File: src/rtl/axi_tx_arbiter.sv
// axi_tx_arbiter: frame-granular arbiter that shares one AXI-stream input
// between NUM_SRC frame sources. A grant is locked from the first beat to
// the beat carrying last, beats are forwarded through one register stage,
// and the inter-frame idle gap is 1 cycle (single-lane) or 2 cycles (multi-lane).
// Optional build macro: ARB_STRICT_PRIO_EN selects fixed lowest-index priority
// instead of round-robin.
`ifndef AXI_DATA_SIZE
`define AXI_DATA_SIZE 64
`endif

module axi_tx_arbiter #(
    parameter int NUM_SRC = 4,
    parameter int DATA_W  = `AXI_DATA_SIZE
) (
    input  logic                             clk,
    input  logic                             rst_n,
    input  logic                             single_lane,
    input  logic [NUM_SRC-1:0]               src_valid,
    input  logic [NUM_SRC-1:0]               src_last,
    input  logic [NUM_SRC-1:0][DATA_W-1:0]   src_data,
    output logic [NUM_SRC-1:0]               src_ready,
    output logic                             axi_valid,
    output logic                             axi_last,
    output logic [DATA_W-1:0]                axi_data,
    output logic [$clog2(NUM_SRC)-1:0]       grant_id,
    output logic                             busy
);

    localparam int GW = $clog2(NUM_SRC);

    typedef enum logic [1:0] {
        S_IDLE = 2'd0,
        S_XFER = 2'd1,
        S_GAP  = 2'd2
    } state_t;

    state_t              r_state;
    logic [GW-1:0]       r_grant_id;
    logic                r_axi_valid;
    logic                r_axi_last;
    logic [DATA_W-1:0]   r_axi_data;

    logic                w_any_req;
    logic [GW-1:0]       w_winner;
    logic                w_accept;
    logic                w_sel_last;
    logic [DATA_W-1:0]   w_sel_data;

`ifndef ARB_STRICT_PRIO_EN
    logic [GW-1:0]       r_last_grant;
    logic [GW:0]         w_sum;
    logic [GW-1:0]       w_idx;
    logic                w_found;
`endif

    assign w_any_req  = |src_valid;
    assign w_accept   = (r_state == S_XFER) && src_valid[r_grant_id];
    assign w_sel_last = src_last[r_grant_id];
    assign w_sel_data = src_data[r_grant_id];

`ifdef ARB_STRICT_PRIO_EN
    // Fixed priority: the lowest requesting index wins.
    always_comb begin
        w_winner = '0;
        for (int i = NUM_SRC - 1; i >= 0; i--) begin
            if (src_valid[i]) w_winner = GW'(i);
        end
    end
`else
    // Round-robin: scan from last_grant+1 upward, wrapping at NUM_SRC.
    always_comb begin
        w_winner = '0;
        w_found  = 1'b0;
        w_sum    = '0;
        w_idx    = '0;
        for (int k = 1; k <= NUM_SRC; k++) begin
            w_sum = {1'b0, r_last_grant} + (GW+1)'(k);
            if (w_sum >= (GW+1)'(NUM_SRC)) w_sum = w_sum - (GW+1)'(NUM_SRC);
            w_idx = w_sum[GW-1:0];
            if (!w_found && src_valid[w_idx]) begin
                w_winner = w_idx;
                w_found  = 1'b1;
            end
        end
    end
`endif

    // Ready is only ever offered to the locked source while a frame is open.
    always_comb begin
        src_ready = '0;
        if (r_state == S_XFER) src_ready[r_grant_id] = 1'b1;
    end

    // Arbitration FSM with the registered output beat stage.
    always_ff @(posedge clk or negedge rst_n) begin
        if (!rst_n) begin
            r_state     <= S_IDLE;
            r_grant_id  <= '0;
            r_axi_valid <= 1'b0;
            r_axi_last  <= 1'b0;
            r_axi_data  <= '0;
`ifndef ARB_STRICT_PRIO_EN
            r_last_grant <= GW'(NUM_SRC - 1);
`endif
        end else begin
            r_axi_valid <= 1'b0;
            r_axi_last  <= 1'b0;
            case (r_state)
                S_IDLE: begin
                    if (w_any_req) begin
                        r_grant_id <= w_winner;
`ifndef ARB_STRICT_PRIO_EN
                        r_last_grant <= w_winner;
`endif
                        r_state <= S_XFER;
                    end
                end
                S_XFER: begin
                    if (w_accept) begin
                        r_axi_valid <= 1'b1;
                        r_axi_last  <= w_sel_last;
                        r_axi_data  <= w_sel_data;
                        if (w_sel_last) r_state <= single_lane ? S_IDLE : S_GAP;
                    end
                end
                S_GAP: begin
                    r_state <= S_IDLE;
                end
                default: begin
                    r_state <= S_IDLE;
                end
            endcase
        end
    end

    assign axi_valid = r_axi_valid;
    assign axi_last  = r_axi_last;
    assign axi_data  = r_axi_data;
    assign grant_id  = r_grant_id;
    assign busy      = (r_state != S_IDLE);

endmodule
File: config.mk
export PLATFORM = sky130hd
export DESIGN_NAME = axi_tx_arbiter
export DESIGN_NICKNAME = d
export VERILOG_FILES = /design/src/rtl/axi_tx_arbiter.sv
export SDC_FILE = /design/constraint.sdc
export NUM_CORES = 1
export LEC_CHECK = 0
export CORE_AREA = 4 4 128 130
export CTS_BUF_LIST = sky130_fd_sc_hd__clkbuf_4
export DETAILED_ROUTE_END_ITERATION = 7
export DIE_AREA = 0 0 132 134
export GPL_TIMING_DRIVEN = 0
export PLACE_DENSITY = 0.71
export SYNTH_ARGS = -nofsm -noshare
export SYNTH_HDL_FRONTEND = slang
export SYNTH_SLANG_ARGS = --single-unit
File: constraint.sdc
create_clock -name clk -period 1.8 [get_ports clk]
set_clock_uncertainty 0.15 [all_clocks]
set_input_delay 0.18 -clock clk [delete_from_list [all_inputs] [get_ports clk]]
set_output_delay 0.18 -clock clk [all_outputs]
set_load 0.02 [all_outputs]
==> impl_metrics.csv <==
group,metric,value,unit
cells_and_area,nets,885,
job,max-cap-violations,0,
grt,grt_antenna_before_repair,1,
cells_and_area,fin_area,0.00862,sq mm
cts,clkSinkCount,72,
logic_synthesis,synth_top_family_by_area,"multiplexers",
timing,max_freq,482,MHz
timing,min_period,2070,ps
logic_synthesis,synth_area_leaders,"dfrtp_1 40%, mux4_2 34%, mux2_1 13%",
pwr,irDropWorstVdd,0.699,mV
timing,hold_viol,0,
logic_synthesis,avgSynthCellArea,16.9,sq um
grt,grt_pass1_vias,4699,
timing,period_share,1.15,
critical_path,ff2ff_path_depth,6,
logic_synthesis,synth_xor_xnor_area_share,0,
die,rows,45,
logic_synthesis,synth.mux.area_fraction,0.503,
die,initial_utilization,0.291,
detailed_routing,ant_nets,0,
pwr,powerDensity,1510,mW/mm^2
critical_path,start_kind,"flop",
pwr,p_total,13.0,mW
die,die_w,132,microns
detailed_routing,vias,4031,
logic_synthesis,syn_area,0.00441,sq mm
pwr,power_leakage,3.86,nW
detailed_routing,drt-total-wl,17.4,mm
grt,grt_usage,0.193,
detailed_routing,drc,0,
timing,max-slew-margin-rel,0.567,
critical_path,cp.arrival,2250,ps
logic_synthesis,post_synth_fa_ha_maj_area_fraction,0,
grt,grt_pass1_wl,26.2,mm
placement,place_congestion,0.842,
logic_synthesis,synth-edff-count,0,
die,dieArea,0.0177,sq mm
timing,setup_violations,68,
grt,grt-ovfl-total,0,
logic_synthesis,synth_fp_nets,527,
timing,fin_ws,-273,ps
detailed_routing,first_pass_iters,4,
placement,preCtsSetupSlack,-717,ps
timing,rsz0062_at_grt,"true",
critical_path,ff2ff_setup_slack,-270,ps
die,die_h,134,microns
placement,dp_hpwl,14.4,mm
logic_synthesis,synth.ff_latch_count,72,
cts,htree_num_levels,3,
cts,cts.reportedPaths.clkPinSlew,120,ps
timing,finalSetupTns,-16830,ps
outcome,violations,"negative setup slack",
critical_path,worstSetupPathType,"reg -> reg",
logic_synthesis,synthArstFlopShare,1.00,
placement,placed_area,0.00807,sq mm
cts,cts_buffers,9,
placement,portBuffers,339,
detailed_routing,drt_iter0_markers,116,
cts,cts_buffer_depth,2,
critical_path,path_max_fanout,10,
timing,tightest_slew,649,ps
timing,drv_slew,0,
cts,insertion_delay,440,ps
die,coreArea,0.0151,sq mm
outcome,outcome,"finished with violations",
detailed_routing,wl_per_cell,21.5,microns
cts,cts_root_buffer,"clkbuf_4",
critical_path,crit_required,1970,ps
logic_synthesis,ys_seq_area_frac,0.409,
grt,grt_max_degree,39,
cells_and_area,drive_gt1_frac,0.284,
cells_and_area,area_delta_synth_final,95.6,%
logic_synthesis,synth_largest_area_cell,"dfrtp_1",
critical_path,endpoint_kind,"flop",
cts,cts_tree,"done",
logic_synthesis,yosysWarnings,0,
hold_path,hp-class,"in -> async",
die,io_pins,340,
logic_synthesis,post_synth_inst_count,260,
logic_synthesis,synth_top_cell_area_share,0.398,
logic_synthesis,synth_compound_area_frac,0.0190,
detailed_routing,via_per_inst,4.96,
logic_synthesis,ys_types,30,
logic_synthesis,synth-main-ff-cell,"dfrtp_1",
logic_synthesis,synth_simple_gate_area_frac,0.0250,
## path summary, 6_finish.rpt
check,from,end
setup / recovery,grant_id[1],axi_data[58]
hold / removal,rst_n,axi_data[6]
setup reg to reg,grant_id[1],axi_data[58]
hold reg to reg,axi_data[29],axi_data[29]
max in group asynchronous,rst_n,r_last_grant[1]
min in group clk,single_lane,r_state[1]
## where the power goes
group	internal (mW)	switching (mW)	total, mW
sequential	2.50	0.436	2.93
clock	0.337	0.551	0.888
combinational	5.33	3.88	9.22
## per-stage QoR
step	hold slack [ps]	instances	util
2_1_floorplan	-266	260	-
3_5_place_dp	21.6	788	0.533
5_1_grt	78.0	812	0.569
3_3_place_gp	324	787	0.532
4_1_cts	54.0	811	0.558
6_report	85.0	812	0.569
## what timing repair did
action / 4_1_cts / 5_1_grt
setup endpoints to repair: 99 / 110
cloned: 1 / 0
endpoints found under the hold margin: 71 / 0
hold buffers: 1 / 0
setup buffers: 6 / 0
gates resized for setup: 117 / 54
## placed cells by master, fill, tap and decap left out, types with 2 or more instances in the layout
cell type        synthesis  routed
a21oi_1                  4       4
buf_4                    1      13
clkinv_1                 0       2
dlymetal6s2s_1           0      38
o21a_1                   2       2
nor2_1                   3       2
and3_1                   2       2
mux2_2                  15      14
nor2b_1                  2       2
clkbuf_4                 0      13
mux2_1                  49       7
buf_12                   0      10
clkdlybuf4s50_1          0     266
inv_1                    2       2
buf_6                    4       3
clkbuf_1                 6       4
a21o_1                   3       3
mux4_2                  66      66
nand2b_1                 4       4
buf_8                    5       3
mux2_4                   0      43
dlygate4sd2_1            0      29
dfstp_2                  2       2
dfrtp_1                 70      69
## critical path: stages, from the launching register on
cell and delay, ps:
dfrtp_2 400, buf_12 130, mux4_2 540, nand2_4 110
buf_12 150, buf_12 150, mux2_4 310
## synth_stat cells (2+ instances only)
library cell and count:
mux4_2 66, inv_1 2, nor2_1 3, a21oi_1 4, buf_8 5, buf_2 6, and3_1 2, o21ai_0 2
dfrtp_1 70, a21o_1 3, nand2b_1 4, o21a_1 2, nor2b_1 2, mux2_2 15, buf_6 4, clkbuf_1 6
mux2_1 49, nor3b_1 2, dfstp_2 2
## cells by family (layout without fill, tap and decap cells)
logic type      after synthesis  in the layout
other cells                   0              1
flops                        72             72
mux                         131            131
compound gates               13             13
simple gates                 19             19
buf+inv                      25            388
## layout make-up
type,count,area [sq um]
diodes,1,2.50
clock inverters,3,12.5
repair buffers,348,3540
plain buffers,22,307
flip-flops and latches,72,1810
inverters,2,7.51
well taps,188,235
clock buffers,13,97.6
fillers,1237,6530
multi-input cells,163,2610
## registers in the layout (all words and copies together) (netlist names)
signal	cells
r_state	2
axi_valid	1
axi_last	1
grant_id	2
axi_data	64
r_last_grant	2
## layer usage
metal | wire length, microns | GRT usage | part of all wire
met5 | 0 | 0 | 0
met4 | 187 | 0.0408 | 0.011
met3 | 1410 | 0.0716 | 0.081
met2 | 9750 | 0.369 | 0.56
met1 | 6090 | 0.201 | 0.35
(Power assumes the default switching activity.)
